### src/rtl/ov5640_init_seq.sv
// ov5640_init_seq
//   Walks the OV5640 init register table and issues one SCCB register write
//   per entry. It waits for the power-up delay, then for each index:
//   FETCH (ROM latency), LATCH, ISSUE (one-cycle wr_req) and WAIT_ACK.
//   NACKed writes are retried up to MAX_RETRY extra times. A write of 0x3008
//   with data bit7 set (sensor software reset) is followed by a settling delay.
//
// Ports
//   clk          system clock
//   reset        asynchronous active-high reset; abandons any transfer
//   start        one-cycle pulse; starts/restarts from IDLE, DONE or ERROR
//   rom_addr     table index presented to a registered ROM
//   rom_q        table entry {reg_addr[15:0], data[7:0]}, one clock after rom_addr
//   wr_req       one-cycle write request to the SCCB master
//   wr_reg_addr  register address, stable from wr_req until wr_done
//   wr_data      register data, stable from wr_req until wr_done
//   wr_done      one-cycle completion pulse from the SCCB master
//   wr_nack      qualifies wr_done; 1 = slave did not acknowledge
//   busy         high in every state except IDLE, DONE and ERROR
//   init_done    level; whole table written successfully
//   init_err     level; retries exhausted on some entry
//   err_index    index of the failing entry while init_err is high
module ov5640_init_seq #(
  parameter int TABLE_LEN   = 252,
  parameter int ADDR_WIDTH  = 8,
  parameter int DELAY_WIDTH = 20,
  parameter int PWR_DELAY   = 1000000,
  parameter int SRST_DELAY  = 250000,
  parameter int MAX_RETRY   = 3
) (
  input  logic                  clk,
  input  logic                  reset,
  input  logic                  start,
  output logic [ADDR_WIDTH-1:0] rom_addr,
  input  logic [23:0]           rom_q,
  output logic                  wr_req,
  output logic [15:0]           wr_reg_addr,
  output logic [7:0]            wr_data,
  input  logic                  wr_done,
  input  logic                  wr_nack,
  output logic                  busy,
  output logic                  init_done,
  output logic                  init_err,
  output logic [ADDR_WIDTH-1:0] err_index
);

  localparam int RETRY_WIDTH = (MAX_RETRY > 0) ? $clog2(MAX_RETRY + 1) : 1;

  localparam logic [ADDR_WIDTH-1:0]  LAST_IDX   = ADDR_WIDTH'(TABLE_LEN - 1);
  localparam logic [RETRY_WIDTH-1:0] RETRY_MAX  = RETRY_WIDTH'(MAX_RETRY);
  // A zero delay maps to a single pass through the wait state.
  localparam bit                     PWR_NONE   = (PWR_DELAY == 0);
  localparam bit                     SRST_NONE  = (SRST_DELAY == 0);
  localparam logic [DELAY_WIDTH-1:0] PWR_LAST   = PWR_NONE  ? {DELAY_WIDTH{1'b0}}
                                                            : DELAY_WIDTH'(PWR_DELAY - 1);
  localparam logic [DELAY_WIDTH-1:0] SRST_LAST  = SRST_NONE ? {DELAY_WIDTH{1'b0}}
                                                            : DELAY_WIDTH'(SRST_DELAY - 1);

  typedef enum logic [3:0] {
    S_IDLE      = 4'd0,
    S_PWR_WAIT  = 4'd1,
    S_FETCH     = 4'd2,
    S_LATCH     = 4'd3,
    S_ISSUE     = 4'd4,
    S_WAIT_ACK  = 4'd5,
    S_POST      = 4'd6,
    S_SRST_WAIT = 4'd7,
    S_DONE      = 4'd8,
    S_ERROR     = 4'd9
  } state_t;

  state_t                 state_r;
  logic [DELAY_WIDTH-1:0] cnt_r;
  logic [RETRY_WIDTH-1:0] retry_r;

  // True for the sensor software-reset command, which needs settling time.
  function automatic logic srst_hit(input logic [15:0] addr, input logic [7:0] data);
    return (addr == 16'h3008) && data[7];
  endfunction

  // Sequencer FSM with all outputs registered.
  always_ff @(posedge clk or posedge reset) begin
    if (reset) begin
      state_r     <= S_IDLE;
      cnt_r       <= {DELAY_WIDTH{1'b0}};
      retry_r     <= {RETRY_WIDTH{1'b0}};
      rom_addr    <= {ADDR_WIDTH{1'b0}};
      wr_req      <= 1'b0;
      wr_reg_addr <= 16'h0000;
      wr_data     <= 8'h00;
      busy        <= 1'b0;
      init_done   <= 1'b0;
      init_err    <= 1'b0;
      err_index   <= {ADDR_WIDTH{1'b0}};
    end else begin
      wr_req <= 1'b0;
      case (state_r)
        S_IDLE, S_DONE, S_ERROR: begin
          if (start) begin
            state_r   <= S_PWR_WAIT;
            rom_addr  <= {ADDR_WIDTH{1'b0}};
            cnt_r     <= {DELAY_WIDTH{1'b0}};
            init_done <= 1'b0;
            init_err  <= 1'b0;
            err_index <= {ADDR_WIDTH{1'b0}};
            busy      <= 1'b1;
          end
        end

        S_PWR_WAIT: begin
          if (PWR_NONE || (cnt_r == PWR_LAST)) begin
            cnt_r   <= {DELAY_WIDTH{1'b0}};
            state_r <= S_FETCH;
          end else begin
            cnt_r <= cnt_r + DELAY_WIDTH'(1);
          end
        end

        // rom_addr is already stable; this cycle covers the ROM register.
        S_FETCH: begin
          state_r <= S_LATCH;
        end

        S_LATCH: begin
          wr_reg_addr <= rom_q[23:8];
          wr_data     <= rom_q[7:0];
          retry_r     <= {RETRY_WIDTH{1'b0}};
          wr_req      <= 1'b1;
          state_r     <= S_ISSUE;
        end

        // wr_req is high for this single cycle.
        S_ISSUE: begin
          state_r <= S_WAIT_ACK;
        end

        S_WAIT_ACK: begin
          if (wr_done) begin
            if (!wr_nack) begin
              state_r <= S_POST;
            end else if (retry_r != RETRY_MAX) begin
              // Re-issue the latched write; the ROM is not read again.
              retry_r <= retry_r + RETRY_WIDTH'(1);
              wr_req  <= 1'b1;
              state_r <= S_ISSUE;
            end else begin
              err_index <= rom_addr;
              init_err  <= 1'b1;
              busy      <= 1'b0;
              state_r   <= S_ERROR;
            end
          end
        end

        S_POST: begin
          if (srst_hit(wr_reg_addr, wr_data)) begin
            cnt_r   <= {DELAY_WIDTH{1'b0}};
            state_r <= S_SRST_WAIT;
          end else if (rom_addr == LAST_IDX) begin
            init_done <= 1'b1;
            busy      <= 1'b0;
            state_r   <= S_DONE;
          end else begin
            rom_addr <= rom_addr + ADDR_WIDTH'(1);
            state_r  <= S_FETCH;
          end
        end

        S_SRST_WAIT: begin
          if (SRST_NONE || (cnt_r == SRST_LAST)) begin
            cnt_r <= {DELAY_WIDTH{1'b0}};
            if (rom_addr == LAST_IDX) begin
              init_done <= 1'b1;
              busy      <= 1'b0;
              state_r   <= S_DONE;
            end else begin
              rom_addr <= rom_addr + ADDR_WIDTH'(1);
              state_r  <= S_FETCH;
            end
          end else begin
            cnt_r <= cnt_r + DELAY_WIDTH'(1);
          end
        end

        default: begin
          busy    <= 1'b0;
          state_r <= S_IDLE;
        end
      endcase
    end
  end

endmodule

### config.mk
export PLATFORM = sky130hd
export DESIGN_NAME = ov5640_init_seq
export DESIGN_NICKNAME = d
export VERILOG_FILES = /design/src/rtl/ov5640_init_seq.sv
export SDC_FILE = /design/constraint.sdc
export NUM_CORES = 1
export LEC_CHECK = 0
export BUFFER_PORTS_ARGS = -buffer_cell sky130_fd_sc_hd__buf_2
export CORE_MARGIN = 1
export CORE_UTILIZATION = 57
export CTS_BUF_LIST = sky130_fd_sc_hd__clkbuf_4 sky130_fd_sc_hd__clkbuf_8
export DETAILED_ROUTE_END_ITERATION = 6
export MAX_ROUTING_LAYER = met4
export PLACE_DENSITY = 0.93
export SLEW_MARGIN = 20
export SYNTH_ARGS = -nofsm -noshare
export SYNTH_HDL_FRONTEND = slang
export SYNTH_SLANG_ARGS = --single-unit
### constraint.sdc
create_clock -name clk -period 3.58 [get_ports clk]
set_input_delay 1.074 -clock clk [delete_from_list [all_inputs] [get_ports clk]]
set_output_delay 1.074 -clock clk [all_outputs]
set_load 0.005 [all_outputs]
==> results.md <==
- Area share of the largest cell type after synthesis: 0.4878
- Hold WS: 0.4755 ns
- Kind of critical path: flip-flop to flip-flop
- Routed wl met2: 4313 um
- Die area: 0.006621 sq mm
- CTS tree: yes
- Max-slew headroom at the worst pin: 0.4958
- Clock slew seen by the registers of the worst setup and hold paths: 0.07 ns
- WL met1: 3197 um
- VDD IR max: 0.0004012 V
- Detail Route Antenna Nets: 0
- Critical-path maximum fanout: 15
- Hold Fails Final Rpt: 0
- Psw: 0.001204 W
- Synth area leader: dfrtp_1
- DR top layer: met4
- Crit path time final: 2.861 ns
- Largest net degree at the start of global routing: 37
- Max Clk Rate: 0.3495 GHz
- Sw Ratio: 0.3831
- First-pass DRT Iterations: 4
- Final instance area: 0.004202 sq mm
- Ys async rst share: 1.000
- Placed Cells: 487
- Number of global-route vias before repair: 2,895
- # setup viols final: 0
- Clock root buffer master: clkbuf_8
- Core area: 0.005991 sq mm
- Ant diodes: 0
- RSZ-0062 raised after global routing: no
- Cell Area, Synth: 0.003591 sq mm
- Power per cell area: 748.4 mW/mm^2
- Die width: 81.37 um
- First-pass GRT wire length: 13,340 um
- Clk_skew: 0.007470 ns
- Cell Area, Placed: 0.004008 sq mm
- Sequential area share after synthesis: 0.4878
- Internal power: 0.001940 W
- Mapped Cells: 352
- Total number of vias: 3,039
- Final Non-Filler Cells: 503
- Commonest non-fill, non-tap cells in the layout: 72 x buf_2, 70 x dfrtp_1, 40 x nand2_1
- Site row count: 28
- Routability cong.: 0.8844
- Area Overhead vs Synth: 17.00%
- Status: completed
- Congestion Overflow GR: 0
- Synth top area cells: dfrtp_1 49%, mux2_2 8.8%, nand2_1 4.2%
- Clk pwr share: 0.198
- Worst Tran Pin Value: 0.7551 ns
- Yosys warning count: 0
- Nets: 455
- Most common cell after layout, fill and taps aside: buf_2
- TritonCTS buffer count: 9
- Starting density of the core: 0.5994
- Setup TNS: 0 ns
- Top FF cell, synth: dfrtp_1
- I/O pins: 73
- Final wirelength: 8138 um
- Die H: 81.37 um
- Worst-Skew Late Latency: 0.34 ns
- Register bit total from synthesis: 70
- Tcrit/Tclk final: 0.7992
- Crit path DAT: 3.09 ns
- Startpoint types: flip-flop
- CTS Buffer Depth: 2
- Share of cells above drive strength 1: 0.3107
- CP required: 3.81 ns
- Vias per inst: 6.042
- Leak: 1.897 nW
- Number of max-cap violations: 0
- H-tree depth: 3
- CTS resizes: 0
- Number of enable flip-flop cells after synthesis: 0
- Share of total power in sequential cells: 0.423
- Synthesized Nets: 384
- Wire per inst: 16.18 um
- Post-DP HPWL: 5811 um
- Initial antenna violation count: 0
- Mean Syn Cell Area: 10.20 sq um
- # DRC: 0
- Combinational share of power: 0.378
- Library cells used by synthesis: 55
- Post-CTS Hold Fix Bufs: 0
- Met3 WL: 452 um
- Crit. End Element: flip-flop
- HP Class: flip-flop to flip-flop
- Starting DRT DRC Count: 272
- Final Max Tran Viols: 0
- Global Route Usage Sum: 0.2759
- IO Port Bufs: 72
- Clock sinks: 70
- Setup Fix Bufs, Post-CTS: 0
[power groups by stage]
| stage | Clock, W | Combinational [W] | Sequential [W] |
|---|---|---|---|
| 6_report | 0.000623 | 0.00119 | 0.00133 |
| 5_1_grt | 0.000671 | 0.00132 | 0.00137 |
| 4_1_cts | 0.000632 | 0.00119 | 0.00132 |
| 3_5_place_dp | 0 | 0.00118 | 0.00134 |
| 3_3_place_gp | 0 | 0.00113 | 0.00131 |
| 2_1_floorplan | 0 | 0.000880 | 0.00125 |
[worst max-delay path, stage by stage, from the launching register on]
cell      delay (ns)
dfrtp_1         0.41
ha_1            0.22
and3_1          0.32
nand4_2         0.20
o311ai_4        0.48
nand2_1         0.42
nor2_1          0.33
mux2_2          0.37
[per-stage QoR]
| stage | setup WS, ns | utilization | total power, W |
|---|---|---|---|
| finish | 0.7189 | 0.7013 | 0.003144 |
| global route | 0.4825 | 0.7013 | 0.003363 |
| CTS | 0.7172 | 0.7013 | 0.003147 |
| detailed placement | 0.6220 | 0.6690 | 0.002519 |
| global placement | 0.6462 | 0.6690 | 0.002439 |
| floorplan | 0.7378 | - | 0.002125 |
[cells in the mapped netlist (2+ instances only)]
master / instances
a31oi_1: 6
nor3_1: 9
nand3b_1: 5
xor2_1: 3
a32o_1: 2
nor2_1: 28
ha_1: 3
inv_1: 4
o31ai_1: 2
nand2_1: 40
clkbuf_1: 6
or2_2: 2
nor3b_1: 2
o21ai_0: 21
nand4_1: 13
and3_1: 7
mux2_2: 28
nand3_1: 16
nor4_1: 7
nor4b_2: 2
or3_1: 7
buf_2: 6
buf_6: 2
nor2b_1: 2
a22o_1: 4
dfrtp_1: 70
xnor2_1: 10
a21oi_1: 10
nor4b_1: 2
o311ai_0: 2
a21o_1: 3
and2_1: 3
nand2b_1: 3
[registers in the layout (all words and copies together), names as in the netlist]
name / count
cnt_r: 20
wr_reg_addr: 16
err_index: 8
rom_addr: 8
wr_data: 8
state_r: 4
retry_r: 2
busy: 1
init_done: 1
init_err: 1
wr_req: 1
[cell type report]
cell class | instances | area [sq um]
sequential | 70 | 1752
tap | 75 | 93.84
inverter | 4 | 15.01
clock buffer | 12 | 146.4
timing repair buffer | 76 | 402.9
multi-input combinational | 262 | 1744
fill | 413 | 1789
clock inverter | 4 | 47.55
[per-layer routing]
layer / vias to the layer above / track usage
met1: 1473 / 0.3172
met5: - / -
met3: 21 / 0.06292
li1: 1426 / -
met4: 0 / 0.1268
met2: 119 / 0.4558
[final timing paths]
path / startpoint / depth (start not counted) / endpoint / slack (ns)
worst max-delay path: cnt_r[0] / 7 / state_r[3] / 0.72
worst min-delay path: err_index[3] / 2 / err_index[3] / 0.48
worst max register to register: cnt_r[0] / 7 / state_r[3] / 0.72
worst min register to register: err_index[3] / 2 / err_index[3] / 0.48
max in group asynchronous: reset / 3 / cnt_r[14] / 2.07
min in group asynchronous: reset / 2 / wr_reg_addr[5] / 0.86
[cells by family after synthesis]
family,count (synthesis),synth area share
flip-flops,70,0.4878
XOR/XNOR,13,0.03171
buffers and inverters,20,0.02822
multiplexers,28,0.08780
AO/OA/AOI/OAI,58,0.1084
AND/OR/NAND/NOR,160,0.2456
adder cells (fa/ha/maj),3,0.01045
(Power assumes the default switching activity.)
